$ cat src/rtl/alu_op_seq.sv
// rtl/alu_op_seq.sv - multi-cycle ALU op sequencer owning the 8085 ACC and PSW flags
// Latches operands into an external combinational ALU, waits EXEC_CYC cycles, writes back.
module alu_op_seq #(
  parameter int EXEC_CYC = 1
) (
  input  logic       clk,
  input  logic       rst,
  input  logic       req,
  input  logic [2:0] op,
  input  logic [7:0] opnd,
  output logic       ack,
  output logic       busy,
  input  logic       acc_wr,
  input  logic [7:0] acc_din,
  input  logic       flg_wr,
  input  logic [7:0] flg_din,
  output logic [7:0] acc,
  output logic [7:0] flg,
  output logic [7:0] alu_a,
  output logic [7:0] alu_b,
  output logic [1:0] alu_c,
  output logic [2:0] alu_sel,
  input  logic [7:0] alu_res,
  input  logic [7:0] alu_flg
);

  if (EXEC_CYC < 1 || EXEC_CYC > 15) begin : g_exec_cyc_range
    $error("alu_op_seq: EXEC_CYC must be in 1..15");
  end

  localparam logic [2:0] OP_CMP   = 3'b111;
  localparam logic [3:0] CNT_INIT = 4'(EXEC_CYC - 1);

  typedef enum logic [1:0] {
    S_IDLE  = 2'd0,
    S_FETCH = 2'd1,
    S_EXEC  = 2'd2,
    S_WBACK = 2'd3
  } state_t;

  state_t     state_q, state_d;
  logic [7:0] acc_q, acc_d;
  logic [7:0] flg_q, flg_d;
  logic [7:0] a_q, a_d;
  logic [7:0] b_q, b_d;
  logic [1:0] c_q, c_d;
  logic [2:0] sel_q, sel_d;
  logic [3:0] cnt_q, cnt_d;
  logic [7:0] res_q, res_d;
  logic [7:0] fq_q, fq_d;

  // PSW layout {S,Z,0,AC,0,P,1,CY}: the constant bits are forced on every flag write.
  function automatic logic [7:0] norm_flg(input logic [7:0] f);
    return (f & 8'hD7) | 8'h02;
  endfunction

  always_ff @(posedge clk or posedge rst) begin
    if (rst) begin
      state_q <= S_IDLE;
      acc_q   <= 8'h00;
      flg_q   <= 8'h02;
      a_q     <= 8'h00;
      b_q     <= 8'h00;
      c_q     <= 2'b00;
      sel_q   <= 3'b000;
      cnt_q   <= 4'd0;
      res_q   <= 8'h00;
      fq_q    <= 8'h02;
    end else begin
      state_q <= state_d;
      acc_q   <= acc_d;
      flg_q   <= flg_d;
      a_q     <= a_d;
      b_q     <= b_d;
      c_q     <= c_d;
      sel_q   <= sel_d;
      cnt_q   <= cnt_d;
      res_q   <= res_d;
      fq_q    <= fq_d;
    end
  end

  always_comb begin
    state_d = state_q;
    acc_d   = acc_q;
    flg_d   = flg_q;
    a_d     = a_q;
    b_d     = b_q;
    c_d     = c_q;
    sel_d   = sel_q;
    cnt_d   = cnt_q;
    res_d   = res_q;
    fq_d    = fq_q;
    case (state_q)
      S_IDLE: begin
        if (acc_wr) acc_d = acc_din;
        if (flg_wr) flg_d = norm_flg(flg_din);
        // Direct loads take priority; a pending req simply waits a cycle.
        if (req && !acc_wr && !flg_wr) begin
          a_d     = acc_q;
          b_d     = opnd;
          sel_d   = op;
          c_d     = {flg_q[4], flg_q[0]};
          state_d = S_FETCH;
        end
      end
      S_FETCH: begin
        cnt_d   = CNT_INIT;
        state_d = S_EXEC;
      end
      S_EXEC: begin
        if (cnt_q == 4'd0) begin
          res_d   = alu_res;
          fq_d    = norm_flg(alu_flg);
          state_d = S_WBACK;
        end else begin
          cnt_d = cnt_q - 4'd1;
        end
      end
      S_WBACK: begin
        flg_d = fq_q;
        if (sel_q != OP_CMP) acc_d = res_q;
        state_d = S_IDLE;
      end
      default: state_d = S_IDLE;
    endcase
  end

  assign ack     = (state_q == S_WBACK);
  assign busy    = (state_q != S_IDLE);
  assign acc     = acc_q;
  assign flg     = flg_q;
  assign alu_a   = a_q;
  assign alu_b   = b_q;
  assign alu_c   = c_q;
  assign alu_sel = sel_q;

endmodule

$ cat config.mk
export PLATFORM = sky130hd
export DESIGN_NAME = alu_op_seq
export DESIGN_NICKNAME = d
export VERILOG_FILES = /design/src/rtl/alu_op_seq.sv
export SDC_FILE = /design/constraint.sdc
export NUM_CORES = 1
export LEC_CHECK = 0
export BUFFER_PORTS_ARGS = -buffer_cell sky130_fd_sc_hd__buf_2
export CORE_AREA = 2 2 72 74
export DETAILED_ROUTE_END_ITERATION = 6
export DIE_AREA = 0 0 74 76
export PLACE_DENSITY = 0.88
export RECOVER_POWER = 50
export SYNTH_ARGS = -nofsm -noshare
export SYNTH_HDL_FRONTEND = slang
export SYNTH_SLANG_ARGS = --single-unit
$ cat constraint.sdc
create_clock -name clk -period 4.28 [get_ports clk]
set_input_delay 0.428 -clock clk [delete_from_list [all_inputs] [get_ports clk]]
set_output_delay 0.428 -clock clk [all_outputs]
set_load 0.02 [all_outputs]
=== Word level (Yosys, flattened, before mapping) ===
Cells that the tools add are included.

* Output and inout bits: 39
* Word-level logic and storage cells: 46
* Input port bits: 48
* Register bits after elaboration: 56

* Reduce and logical (&&, ||, !) cells: 15
* Mux-type cells: 10
* Add/sub/neg operators: 1
* Eq/ne operators: 10

{| class="wikitable"
|+ Operators with widths
! kind !! number
|-
| 8-bit case mux with 2 select lines || 2
|-
| 8-bit two-way mux || 3
|-
| 2-bit inequality test (second input constant) || 5
|-
| 2-bit AND reduction || 5
|-
| 2-bit case mux with 4 select lines || 1
|-
| 4-bit case mux with 2 select lines || 1
|-
| 2-bit nonzero test || 3
|-
| 2-bit equality test (second input constant) || 2
|-
| 4-bit zero test || 1
|-
| 2-bit two-way mux || 2
|-
| 4-bit two-way mux || 1
|-
| 4-bit by 1-bit subtractor with 4-bit output (second input constant) || 1
|-
| 3-bit inequality test (second input constant) || 1
|-
| 3-bit AND reduction || 1
|-
| 2-bit by 1-bit equality test with 1-bit output (second input constant) || 1
|-
| 1-bit logical AND || 2
|-
| 1-bit zero test || 2
|-
| 2-bit zero test || 1
|-
| 2-bit by 1-bit inequality test with 1-bit output (second input constant) || 1
|}

=== Longest topological paths before layout ===
Gate-level depths: netlist of run 1.

* Depth in word-level cells: 5
* Depth in mapped cells: 8
* Mapped depth without buffers: 5

=== Worst setup path after synthesis of run 1 ===
No wires, ideal clock.

* Kind: register -> register
* From: register state_q[0]
* To: register a_q[0] (netlist: alu_a[0])
* Setup time: 0.125 ns
* Data arrival time: 1.606 ns
* Required time: 4.155 ns
* Clock period less this slack: 1.731 ns
* Buffers on the path: 1
* Setup slack: 2.549 ns
* Stages on the path, launching flop included: 7
* Cells stage by stage: dfrtp_1 inv_1 ha_1 and2b_4 and3b_4 buf_12 mux2_4

* Cells in the longest elaborated chain, start to end: 2

{| class="wikitable"
|+ Ends and longest elaborated chain
! item !! line !! source
|-
| start: declaration || 41 || <nowiki>state_t state_q, state_d;</nowiki>
|-
| start signal: assignment || 70 || <nowiki>state_q <= state_d;</nowiki>
|-
| 2-bit zero test || 94 || <nowiki>case (state_q)</nowiki>
|-
| 2-bit AND reduction (no line) || -- ||
|-
| end signal: assignment || 62 || <nowiki>a_q <= 8'h00;</nowiki>
|-
| end signal: assignment || 73 || <nowiki>a_q <= a_d;</nowiki>
|-
| end: declaration || 44 || <nowiki>logic [7:0] a_q, a_d;</nowiki>
|}

No other way between the ends.
A chain may end at the register's enable or synchronous reset.

=== Worst setup path in the final report of run 1 ===
* From: register state_q[0]
* To: register fq_q[6]

* Cells in the longest elaborated chain, start to end: 2

{| class="wikitable"
|+ Ends and longest elaborated chain
! item !! line !! source
|-
| 2-bit equality test || 94 ||
|-
| 2-bit AND reduction (no line) || -- ||
|-
| end signal: assignment || 79 || <nowiki>fq_q <= fq_d;</nowiki>
|-
| end: declaration || 50 || <nowiki>logic [7:0] fq_q, fq_d;</nowiki>
|}

No other way between the ends.

==> metrics, run 1 <==
Via density=5.04; Power Density=776 nW/µm²; Synth cell types=33; Clock transition at path regs=0.09 ns; RR Endpoint=fq_q[6]; most frequent cell after synthesis=dfrtp_1; gpl congestion=0.747; relative slew slack=-31.8%; yosys warns=0; Hold Crit Depth=2; Vias=1,587; RR Startpoint=state_q[0]; Core ar.=4910 µm²; status=complete, but fails checks; Cells after Synth=168; WHS Endpoint=flg[4]; routed wire length per instance=15.0 µm; Worst-Margin Slew=1.97 ns; fin area=2950 µm²; Post-synth top cells=dfrtp_1 (53), mux2_2 (30), mux2_4 (20); starting density of the core=50.4%; hold buffer count at CTS=0; Max Cap Violations=1; clock sink count=53; Final Power=2.29 mW; setup TNS=0 ns; GRT overflow=0; CTS buffer count=5; leakage=1.40 nW; setup bufs post-CTS=0; Final HPWL DP=3340 µm; Hold Path Origin=flg_din[4]; failing checks=max-capacitance violations, max-slew violations; layout cells sized above 1=50.6%; Critical Path AT=2.58 ns; most used flip-flop cell after synthesis=dfrtp_1; fin. max-slew vios=54; Reg2Reg Setup Slack=1.90 ns; ANT cells=0; Worst Path Required=4.48 ns; clock tree from TritonCTS=built; Post-synth EDFFs=0; setup violators final=0; vias in the first global route=1,664; Max VDD drop=0.431 mV; RSZ-0062 raised after global routing=no; final hold vios=0; drt first pass iters=4; H-Tree Depth=2; Placed Area=2870 µm²; Final Critical Period=2.38 ns; critical path class=flip-flop to flip-flop; Seq/Total Area, Yosys=53.6%; startpoint types=flip-flop; CTS Root Cell=clkbuf_8; Core Rows=26; DIE WIDTH=74 µm; post-cts sizing count=0; Ports=87; Post-route DRC=0; Synth top area share=53.6%; Routed WL=4720 µm; PortBufs=77; CTS max path bufs=2; hold crit path type=primary input to flip-flop; register bit total from synthesis=53; Layout area overhead=19.2%; mapped cell area=2470 µm²; GR Util All Layers=18.2%; Die Ht=76 µm; post-synth top area cell=dfrtp_1; fmax=420 MHz; share of flip-flops with an asynchronous set or reset=100%; Clock Skews=0.00404 ns; remaining antenna violation count=0; Iter 0 DRT Violations=27; top cells by area, synth=dfrtp_1 (54%), mux2_2 (14%), mux2_4 (12%), ha_1 (3.0%), a221o_1 (2.0%); worst-path fanout max=15; Setup crit end kind=flip-flop; largest net degree at the start of global routing=54; initial antenna violation count=0; Reg2Reg Depth=4; insertion delay to the later sink of the worst-skew pair=0.30 ns; Avg Cell Area, Syn=14.7 µm²; fin nets=298; first-pass GRT wire length=7940 µm; die area=5620 µm²; Layout fillers=399; Tcrit/Tclk final=55.6%; worst hold slack=0.344 ns
metrics by stage:
stage,setup slack [ns],cells,utilization (%)
2_1_floorplan,2.55,169,-
3_3_place_gp,1.97,307,58.5
3_5_place_dp,1.90,307,58.5
4_1_cts,1.88,315,60.5
5_1_grt,1.74,315,60.0
6_report,1.90,315,60.0
logic make-up (layout without fill, tap and decap cells):
kind of cell / Yosys count / in the layout / synth area share, %
other: 2 / 3 / 0.304
muxes: 53 / 53 / 27.1
adders and majority gates: 6 / 6 / 3.03
DFF: 53 / 53 / 53.6
and+or+nand+nor: 23 / 23 / 6.63
AOI/OAI and AO/OA: 15 / 15 / 4.60
buffers and inverters: 16 / 92 / 4.75
routing by layer:
metal / routed length [µm] / up-vias / GRT usage, %
met5: 0 / - / 0
met4: 76 / 0 / 4.91
met3: 277 / 7 / 5.42
met2: 2190 / 58 / 28.9
met1: 2170 / 785 / 24.1
li1: - / 737 / -
power breakdown:
part	total [mW]	internal (mW)	switching, mW	leakage, nW
Combinational	1.11	0.542	0.565	0.701
Clock	0.297	0.131	0.165	0.0512
Sequential	0.885	0.741	0.145	0.643
sequential cells by signal, summed over array words and instances, names as in the netlist:
signal   cells
acc          8
alu_a        8
alu_b        8
alu_c        2
alu_sel      3
cnt_q        4
flg          5
fq_q         5
res_q        8
state_q      2
worst max path at each step:
stage,start,to,slack (ns),cells past startpoint
2_1_floorplan,state_q[0],alu_a[0],2.55,6
3_3_place_gp,state_q[0],fq_q[0],1.97,4
3_5_place_dp,state_q[0],fq_q[6],1.90,4
4_1_cts,state_q[0],fq_q[6],1.88,4
5_1_grt,state_q[0],fq_q[6],1.74,4
6_report,state_q[0],fq_q[6],1.90,4
cells in the final DEF, fill, tap and decap left out, types with 2 or more instances in the layout:
master	instances
a221o_1	5
and2_1	4
buf_2	60
clkbuf_1	17
clkbuf_8	6
conb_1	3
dfrtp_1	53
ha_1	6
inv_1	7
mux2_2	30
mux2_4	20
mux2i_1	2
nand2_1	3
nor2_1	3
o21ai_0	7
worst max-delay path: stages, from the launching register on:
cell and delay [ns]:
dfrtp_1 0.43, inv_1 0.12, ha_1 0.33, nor4bb_4 0.97
mux2_2 0.42
final cells by class:
| class | count | area, µm² | area share (%) |
|---|---|---|---|
| multi-input combinational | 100 | 1050 | 35.6 |
| tap | 70 | 87.6 | 2.97 |
| timing repair buffer | 77 | 364 | 12.3 |
| sequential | 53 | 1330 | 45.0 |
| clock inverter | 2 | 13.8 | 0.467 |
| inverter | 7 | 26.3 | 0.891 |
| clock buffer | 6 | 82.6 | 2.80 |
Note: power is estimated with default switching activity, not from simulation.
==> run 2: changes to the inputs <==
Settings changed: CORE_AREA 2 2 72 74 to 2 2 75 77, DIE_AREA 0 0 74 76 to 0 0 77 79, PLACE_DENSITY 0.88 to 0.82.
Clock period 4.28 ns to 2.3 ns, I/O delays scaled along.
==> run 2 against run 1 <==
Against the previous run: the run now ends clean; largest cell class unchanged; die area rose by 8.2%; critical endpoint is now acc[5]; first-iteration DRC count is 93% higher; combinational power increased by 89%; core utilization is 4.1 points lower.
==> metrics, run 2 (same netlist as run 1, synthesis figures left out) <==
most frequent cells in the layout=buf_2 (59), dfrtp_1 (53), mux2_2 (30), mux2_4 (20), clkbuf_1 (20); Iter 0 DRT Violations=52; fin. max-slew vios=0; DIE WIDTH=77 µm; setup TNS=0 ns; Worst Path Required=2.49 ns; status=completed; leakage=1.41 nW; met3 usage=3.75%; GR Layer Usage met2=27.4%; critical path class=flip-flop to flip-flop; remaining antenna violation count=0; Final HPWL DP=3500 µm; clock tree from TritonCTS=built; Layout area overhead=20.7%; drt first pass iters=4; clock sink count=53; Via density=4.90; Critical Path AT=2.12 ns; starting density of the core=46.3%; CTS Root Cell=clkbuf_8; largest net degree at the start of global routing=54; combinational power share=49.3%; die area=6080 µm²; H-Tree Depth=2; hold buffer count at CTS=0; Reg power frac=38.9%; layout cells sized above 1=50.4%; busiest grt layer=met2; Clock transition at path regs=0.09 ns; vias in the first global route=1,642; setup bufs post-CTS=0; worst-path fanout max=8; Post-route DRC=0; Worst-Margin Slew=1.25 ns; Ports=87; sw frac=38.2%; Placed Area=2930 µm²; Core ar.=5340 µm²; met1 Resource Use GR=22.3%; routed wire length per instance=15.0 µm; CTS max path bufs=2; P_sw=1.62 mW; GR Util All Layers=16.5%; Power Density=1420 nW/µm²; GRT overflow=0; Tcrit/Tclk final=84.1%; hold crit path type=primary input to flip-flop; Max VDD drop=0.874 mV; Core Rows=27; PortBufs=77; fmax=517 MHz; leading cell type in the layout, fill and taps excluded=buf_2; first-pass GRT wire length=7920 µm; RSZ-0062 raised after global routing=no; Final Critical Period=1.93 ns; fin area=2990 µm²; insertion delay to the later sink of the worst-skew pair=0.30 ns; ANT cells=0; Max Cap Violations=0; fin nets=303; share of power burned in the clock network=11.7%; relative slew slack=16.8%; Layout fillers=472; Vias=1,579; Die Ht=79 µm; Routed WL=4840 µm; initial antenna violation count=0; final hold vios=0; startpoint types=flip-flop; internal power=2.63 mW; setup violators final=0; Clock Skews=0.00712 ns; CTS buffer count=5; Setup crit end kind=flip-flop; post-cts sizing count=0; gpl congestion=0.827
-- run 2: cell types whose count changed in the layout (fill, tap and decap cells not counted) --
cell,change
buf_4,+3
clkbuf_1,+3
buf_12,+1
buf_2,-1
clkbuf_2,+1
clkbuf_8,-1
clkinv_2,-1
clkinv_4,-1
clkinvlp_4,+1
-- run 2: final cells by class --
class                   instances  area (µm²)  area share, %
repair buffers                 82         410           13.7
clock buffers                   7        76.3           2.56
inverters                       7        26.3          0.880
well taps                      72        90.1           3.02
multi-input cells             100        1050           35.1
flip-flops and latches         53        1330           44.4
clock inverters                 1        7.51          0.251
-- run 2: final timing paths --
path,start,endpoint,slack (ns),cells past startpoint
max,state_q[0],acc[5],0.37,5
min,opnd[1],alu_b[1],0.15,2
max reg2reg,state_q[0],acc[5],0.37,5
min reg2reg,fq_q[7],flg[7],0.50,1
max in group asynchronous,rst,res_q[2],1.22,3
min in group asynchronous,rst,fq_q[4],0.33,3
-- run 2: metal layers --
| metal | vias up | routed length [µm] |
|---|---|---|
| met5 | - | 0 |
| met4 | 0 | 46 |
| met3 | 6 | 289 |
| met2 | 58 | 2330 |
| met1 | 769 | 2170 |
| li1 | 746 | - |
-- run 2: power by group through the flow --
stage | clock network (mW) | logic [mW] | registers, mW
global route | 0.551 | 2.26 | 1.71
CTS | 0.521 | 2.17 | 1.65
finish | 0.498 | 2.10 | 1.66
detailed placement | 0 | 2.17 | 1.66
global placement | 0 | 2.12 | 1.63
floorplan | 0 | 1.22 | 1.98
-- run 2: critical path, stage by stage, from the launching register on --
cell and delay, ns:
dfrtp_1 0.40, inv_1 0.10, ha_1 0.29, and2b_4 0.21
nor3_4 0.42, mux2_2 0.39
-- run 2: stage by stage --
| step | instances | hold WS [ns] | setup slack, ns | total power, mW | util [%] |
|---|---|---|---|---|---|
| 2_1_floorplan | 169 | 0.375 | 0.569 | 3.20 | - |
| 3_5_place_dp | 314 | 0.444 | 0.346 | 3.83 | 54.8 |
| 5_1_grt | 322 | 0.148 | 0.273 | 4.52 | 55.9 |
| 6_report | 322 | 0.154 | 0.365 | 4.25 | 55.9 |
| 4_1_cts | 322 | 0.114 | 0.339 | 4.35 | 56.4 |
| 3_3_place_gp | 314 | 0.444 | 0.407 | 3.75 | 54.8 |
